--- config.mk ---
export PLATFORM = sky130hd
export DESIGN_NAME = symbol_reorder
export DESIGN_NICKNAME = d
export VERILOG_FILES = /design/src/rtl/symbol_reorder.sv
export SDC_FILE = /design/constraint.sdc
export NUM_CORES = 1
export LEC_CHECK = 0
export ABC_AREA = 1
export BUFFER_PORTS_ARGS = -buffer_cell sky130_fd_sc_hd__buf_2
export CORE_UTILIZATION = 60
export DETAILED_ROUTE_END_ITERATION = 16
export PLACE_DENSITY_LB_ADDON = 0.05
export SLEW_MARGIN = 40
export SYNTH_ARGS = -nofsm -noshare
export SYNTH_HDL_FRONTEND = slang
export SYNTH_SLANG_ARGS = --single-unit
--- constraint.sdc ---
create_clock -name clk -period 1.79 [get_ports clk]
set_clock_uncertainty 0.15 [all_clocks]
set_input_delay 0.179 -clock clk [delete_from_list [all_inputs] [get_ports clk]]
set_output_delay 0.179 -clock clk [all_outputs]
set_load 0.01 [all_outputs]
--- src/rtl/symbol_reorder.sv ---
// symbol_reorder: ping-pong symbol reorderer for the Ethernet receive path.
//
// Incoming symbols are grouped into words of SYMS symbols. Each word is sent
// out with its symbol order reversed, so the last symbol received comes out
// first. There are two word buffers. One buffer drains while the other fills,
// so a stream of one symbol per cycle passes through without stalls.
//
// Parameters:
//   SYM_W       symbol width in bits (>= 1)
//   SYMS        symbols per word (>= 2)
//
// Ports:
//   clk         sole clock, rising edge
//   rst_n       asynchronous active-low reset
//   axiiv       input symbol valid
//   axiid       input symbol
//   axiov       output symbol valid (registered)
//   axiod       output symbol, zero when axiov is low (registered)
//   frag        one-cycle pulse: a partial word was discarded
//   frag_count  saturating fragment count, present only when the macro
//               SYMBOL_REORDER_FRAG_CNT_EN is defined
//
// There is no explicit state register. The operating mode (idle, fill,
// drain) follows from the full flags and the fill index.
module symbol_reorder #(
  parameter int unsigned SYM_W = 2,
  parameter int unsigned SYMS  = 4
) (
  input  logic             clk,
  input  logic             rst_n,
  input  logic             axiiv,
  input  logic [SYM_W-1:0] axiid,
  output logic             axiov,
  output logic [SYM_W-1:0] axiod,
  output logic             frag
`ifdef SYMBOL_REORDER_FRAG_CNT_EN
  ,
  output logic [7:0]       frag_count
`endif
);

  localparam int unsigned IdxW = (SYMS > 1) ? $clog2(SYMS) : 1;
  localparam logic [IdxW-1:0] LastIdx = IdxW'(SYMS - 1);

  typedef logic [SYM_W-1:0] sym_t;

  sym_t            word_q [2][SYMS];
  sym_t            word_d [2][SYMS];
  logic [1:0]      full_q, full_d;
  logic            fill_sel_q, fill_sel_d;
  logic [IdxW-1:0] fill_idx_q, fill_idx_d;
  logic            drain_sel_q, drain_sel_d;
  logic [IdxW-1:0] drain_idx_q, drain_idx_d;
  logic            axiov_q, axiov_d;
  sym_t            axiod_q, axiod_d;
  logic            frag_q, frag_d;

  always_comb begin
    word_d      = word_q;
    full_d      = full_q;
    fill_sel_d  = fill_sel_q;
    fill_idx_d  = fill_idx_q;
    drain_sel_d = drain_sel_q;
    drain_idx_d = drain_idx_q;
    frag_d      = 1'b0;

    // Advance the drain. drain_idx_q is the slot currently shown on the output.
    if (full_q[drain_sel_q]) begin
      if (drain_idx_q == '0) begin
        full_d[drain_sel_q] = 1'b0;
      end else begin
        drain_idx_d = drain_idx_q - IdxW'(1);
      end
    end

    if (axiiv) begin
      word_d[fill_sel_q][fill_idx_q] = axiid;
      if (fill_idx_q == LastIdx) begin
        // Completion comes after the drain clear, so it wins on the same edge.
        full_d[fill_sel_q] = 1'b1;
        fill_idx_d         = '0;
        fill_sel_d         = ~fill_sel_q;
        drain_sel_d        = fill_sel_q;
        drain_idx_d        = LastIdx;
      end else begin
        fill_idx_d = fill_idx_q + IdxW'(1);
      end
    end else if (fill_idx_q != '0) begin
      // Partial word: discard it. An ongoing drain of the other buffer is untouched.
      for (int unsigned k = 0; k < SYMS; k++) begin
        word_d[fill_sel_q][IdxW'(k)] = '0;
      end
      fill_idx_d = '0;
      frag_d     = 1'b1;
    end

    // Outputs are registered from next state, so the first symbol of a word is
    // visible the cycle right after its last slot is captured.
    axiov_d = full_d[drain_sel_d];
    axiod_d = axiov_d ? word_d[drain_sel_d][drain_idx_d] : '0;
  end

  always_ff @(posedge clk or negedge rst_n) begin
    if (!rst_n) begin
      word_q      <= '{default: '0};
      full_q      <= '0;
      fill_sel_q  <= 1'b0;
      fill_idx_q  <= '0;
      drain_sel_q <= 1'b0;
      drain_idx_q <= '0;
      axiov_q     <= 1'b0;
      axiod_q     <= '0;
      frag_q      <= 1'b0;
    end else begin
      word_q      <= word_d;
      full_q      <= full_d;
      fill_sel_q  <= fill_sel_d;
      fill_idx_q  <= fill_idx_d;
      drain_sel_q <= drain_sel_d;
      drain_idx_q <= drain_idx_d;
      axiov_q     <= axiov_d;
      axiod_q     <= axiod_d;
      frag_q      <= frag_d;
    end
  end

  assign axiov = axiov_q;
  assign axiod = axiod_q;
  assign frag  = frag_q;

`ifdef SYMBOL_REORDER_FRAG_CNT_EN
  logic [7:0] frag_cnt_q;

  // Counts along with the frag register, so the count and the pulse appear together.
  always_ff @(posedge clk or negedge rst_n) begin
    if (!rst_n) begin
      frag_cnt_q <= '0;
    end else if (frag_d && (frag_cnt_q != 8'hFF)) begin
      frag_cnt_q <= frag_cnt_q + 8'd1;
    end
  end

  assign frag_count = frag_cnt_q;
`endif

endmodule

==> impl_metrics.yaml <==
status:
  status: "finished with violations"
  violations: "setup timing"
yosys:
  syn_inst: 233
  seq_area_frac_synth_pct: 41.9
  synth_top_area_share_pct: 41.9
  synth-edff-count: 0
  yosys-top-cells-area: "dfrtp_1 42%, nand3_1 17%, nand2_1 16%"
  syn_nets: 244
  synth_flop_cell: "dfrtp_1"
  netlist_area_um2: 1670
  ys_ff_latch: 28
  yosysTopAreaCell: "dfrtp_1"
  synthTopCellsByCount: "72 x nand2_1, 57 x nand3_1, 33 x inv_1"
  ys_warn_count: 0
  synth_cell_type_count: 19
  async_flop_share_pct: 100
  avgSynthCellArea_um2: 7.18
  post-synth-top-count-cell: "nand2_1"
cells_and_area:
  syn_to_final_growth_pct: 19.7
  nNetsFinal: 261
  final_cells: 279
  design_area_um2: 2000
  num-fill-cells: 173
  diodes: 0
  drive_above_1_share_pct: 21.3
job:
  max-cap-violations: 0
floorplan:
  core.rowCount: 18
  core_area_um2: 2540
  dieHeight_um: 54.8
  dieArea_um2: 3000
  fp.dieW_um: 54.8
  pin_count: 9
  initial_core_util_pct: 65.7
timing:
  maxSlewViolCount: 0
  setup_viol: 1
  rsz0062_at_grt: "yes"
  period_minus_slack_ps: 1870
  fin_crit_sh_pct: 105
  fmaxAchievable_mhz: 534
  worst-slew-pin-transition_ps: 641
  timing.final.ws_setup_ps: -84.1
  slew_headroom_pct: 57.3
  tns_ps: -84.1
  hold_violations: 0
power_and_ir_drop:
  ir_drop_mv: 1.24
  report.power.total_mw: 3.41
  powerDensity_nw_per_um2: 1700
  leakagePower_nw: 1.08
clock_network:
  htree_num_levels: 1
  cts_buffers: 3
  clkSlewWorstSetupHoldPaths_ps: 160
  clock_latency_ps: 350
  ctsRootBufferMaster: "clkbuf_4"
  cts_tree: "done"
  cts_buffer_depth: 2
  cts_num_sinks: 28
setup_path:
  crit_top_cell: "nor2_2"
  crit_path_top_delay_cell: "dfrtp_2"
  arrival_ps: 2020
  cp-start-kind: "flop"
  crit_chain: "ha_2 > nand2_1 > a21oi_1 > o21ai_1 > nand2_1 > nor2_1 > nor2_2 > nor2_2 > nor2_2"
  reg2reg_depth: 9
  regToRegStartpoint: "fill_idx_q[1]"
  slowest_delay_ps: 490
  r2r_end: "axiod[0]"
  crit_fanout: 4
  critPathKind: "flop to flop"
  cp.required_ps: 1930
  r2r_setup_slack_ps: -80
  end_kind: "flop"
routing:
  firstDrtPassIters: 9
  ant_nets: 0
  viasPerCell: 6.06
  routedWlPerCell_um: 17.4
  drt_iter0_markers: 89
  vias: 1690
  drt_wl_total_mm: 4.87
  drc: 0
placement:
  place_ws_ps: -56.0
  post_dp_cell_area_um2: 1720
  io_buffer_count: 8
  place.gp.congestion: 0.863
  place_hpwl_mm: 2.83
  place_inst: 268
hold_path:
  worstHoldPathCells: 3
  hold_path.class: "input pin to flop"
  min_from: "axiiv"
  holdPathEnd: "fill_sel_q"
global_route:
  antenna_found_initial: 0
  grt_pass1_vias: 1422
  grt_max_degree: 29
  track_usage_pct: 31.0
  grt_overflow: 0
  grt_pass1_wl_mm: 6.31
-- cells in the final DEF, fill, tap and decap left out --
master	count
nand2_1	68
nand3_1	52
inv_1	30
dfrtp_1	26
buf_2	8
nor2_1	7
nand3_2	6
buf_4	6
nor2_2	5
ha_4	5
a21oi_1	4
nand2_2	4
inv_4	3
clkbuf_4	3
dlygate4sd3_1	3
nand2_8	2
o21ai_1	2
o21ai_0	2
dfrtp_2	2
o31ai_1	1
a31oi_1	1
nand3_4	1
nand2_4	1
o21ai_2	1
clkinv_4	1
inv_6	1
inv_2	1
nor2_4	1
ha_2	1
bufinv_16	1
-- metrics by stage --
| step | hold slack (ps) | util [%] |
|---|---|---|
| global route | 46.0 | 78.7 |
| global placement | 70.3 | 67.7 |
| floorplan | -267 | - |
| finish | 69.2 | 78.7 |
| detailed placement | 78.4 | 67.7 |
| CTS | 36.8 | 71.6 |
-- per-layer routing --
layer | up-vias | wire, um | share of wire (%) | track usage [%]
met5 | - | 0 | 0 | 0
met2 | 101 | 2340 | 48 | 54.0
met4 | 0 | 222 | 4.6 | 10.7
li1 | 774 | - | - | -
met3 | 29 | 376 | 7.7 | 4.17
met1 | 786 | 1920 | 40 | 38.9
-- sequential cells by signal, indices dropped and copies added (netlist names) --
name and cells:
word_q 16, axiod 2, drain_idx_q 2, fill_idx_q 2
full_q 2, axiov 1, drain_sel_q 1, fill_sel_q 1
frag 1
-- final cells by class --
type,count,area [um^2],share of cell area [%]
Sequential cell,28,703,35.1
Tap cell,30,37.5,1.88
Inverter,36,153,7.62
Clock inverter,1,30.0,1.50
Clock buffer,3,22.5,1.13
Timing Repair Buffer,17,115,5.75
Multi-Input combinational cell,164,941,47.0
-- logic make-up after synthesis --
group | count (synthesis) | share of synthesized area, %
adder cells (fa/ha/maj) | 6 | 4.49
buffers and inverters | 41 | 10.6
flip-flops | 28 | 41.9
AO/OA/AOI/OAI | 11 | 3.52
AND/OR/NAND/NOR | 147 | 39.5
-- worst max-delay path: cells and delay by family, from the launching register on --
family | cells | cell delay [ps]
and+or+nand+nor | 6 | 580
DFF | 1 | 490
AOI/OAI and AO/OA | 2 | 320
adders and majority gates | 1 | 260
-- worst max-delay path by stage --
| stage | startpoint | cells past startpoint | slack [ps] | end |
|---|---|---|---|---|
| floorplan | fill_idx_q[0] | 12 | 230 | axiod[0] |
| global placement | fill_idx_q[0] | 10 | 30 | axiod[0] |
| detailed placement | fill_idx_q[0] | 10 | -60 | axiod[0] |
| CTS | fill_idx_q[0] | 10 | 6 | axiod[1] |
| global route | fill_idx_q[1] | 9 | -290 | axiod[0] |
| finish | fill_idx_q[1] | 9 | -80 | axiod[0] |
-- where the power goes --
part	internal [mW]	switching (mW)	leakage [nW]
clock network	0.227	0.206	0.0279
registers	0.879	0.188	0.362
logic	0.674	1.23	0.694
total	1.78	1.63	1.08
-- repair_timing --
item | 4_1_cts | 5_1_grt
setup endpoints to repair | 2 | 2
pin swaps | 0 | 9
hold buffers | 3 | 0
hold endpoints to repair | 30 | 0
gates resized for setup | 6 | 37
setup buffers | 1 | 3
Note: power is estimated with default switching activity, not from simulation.
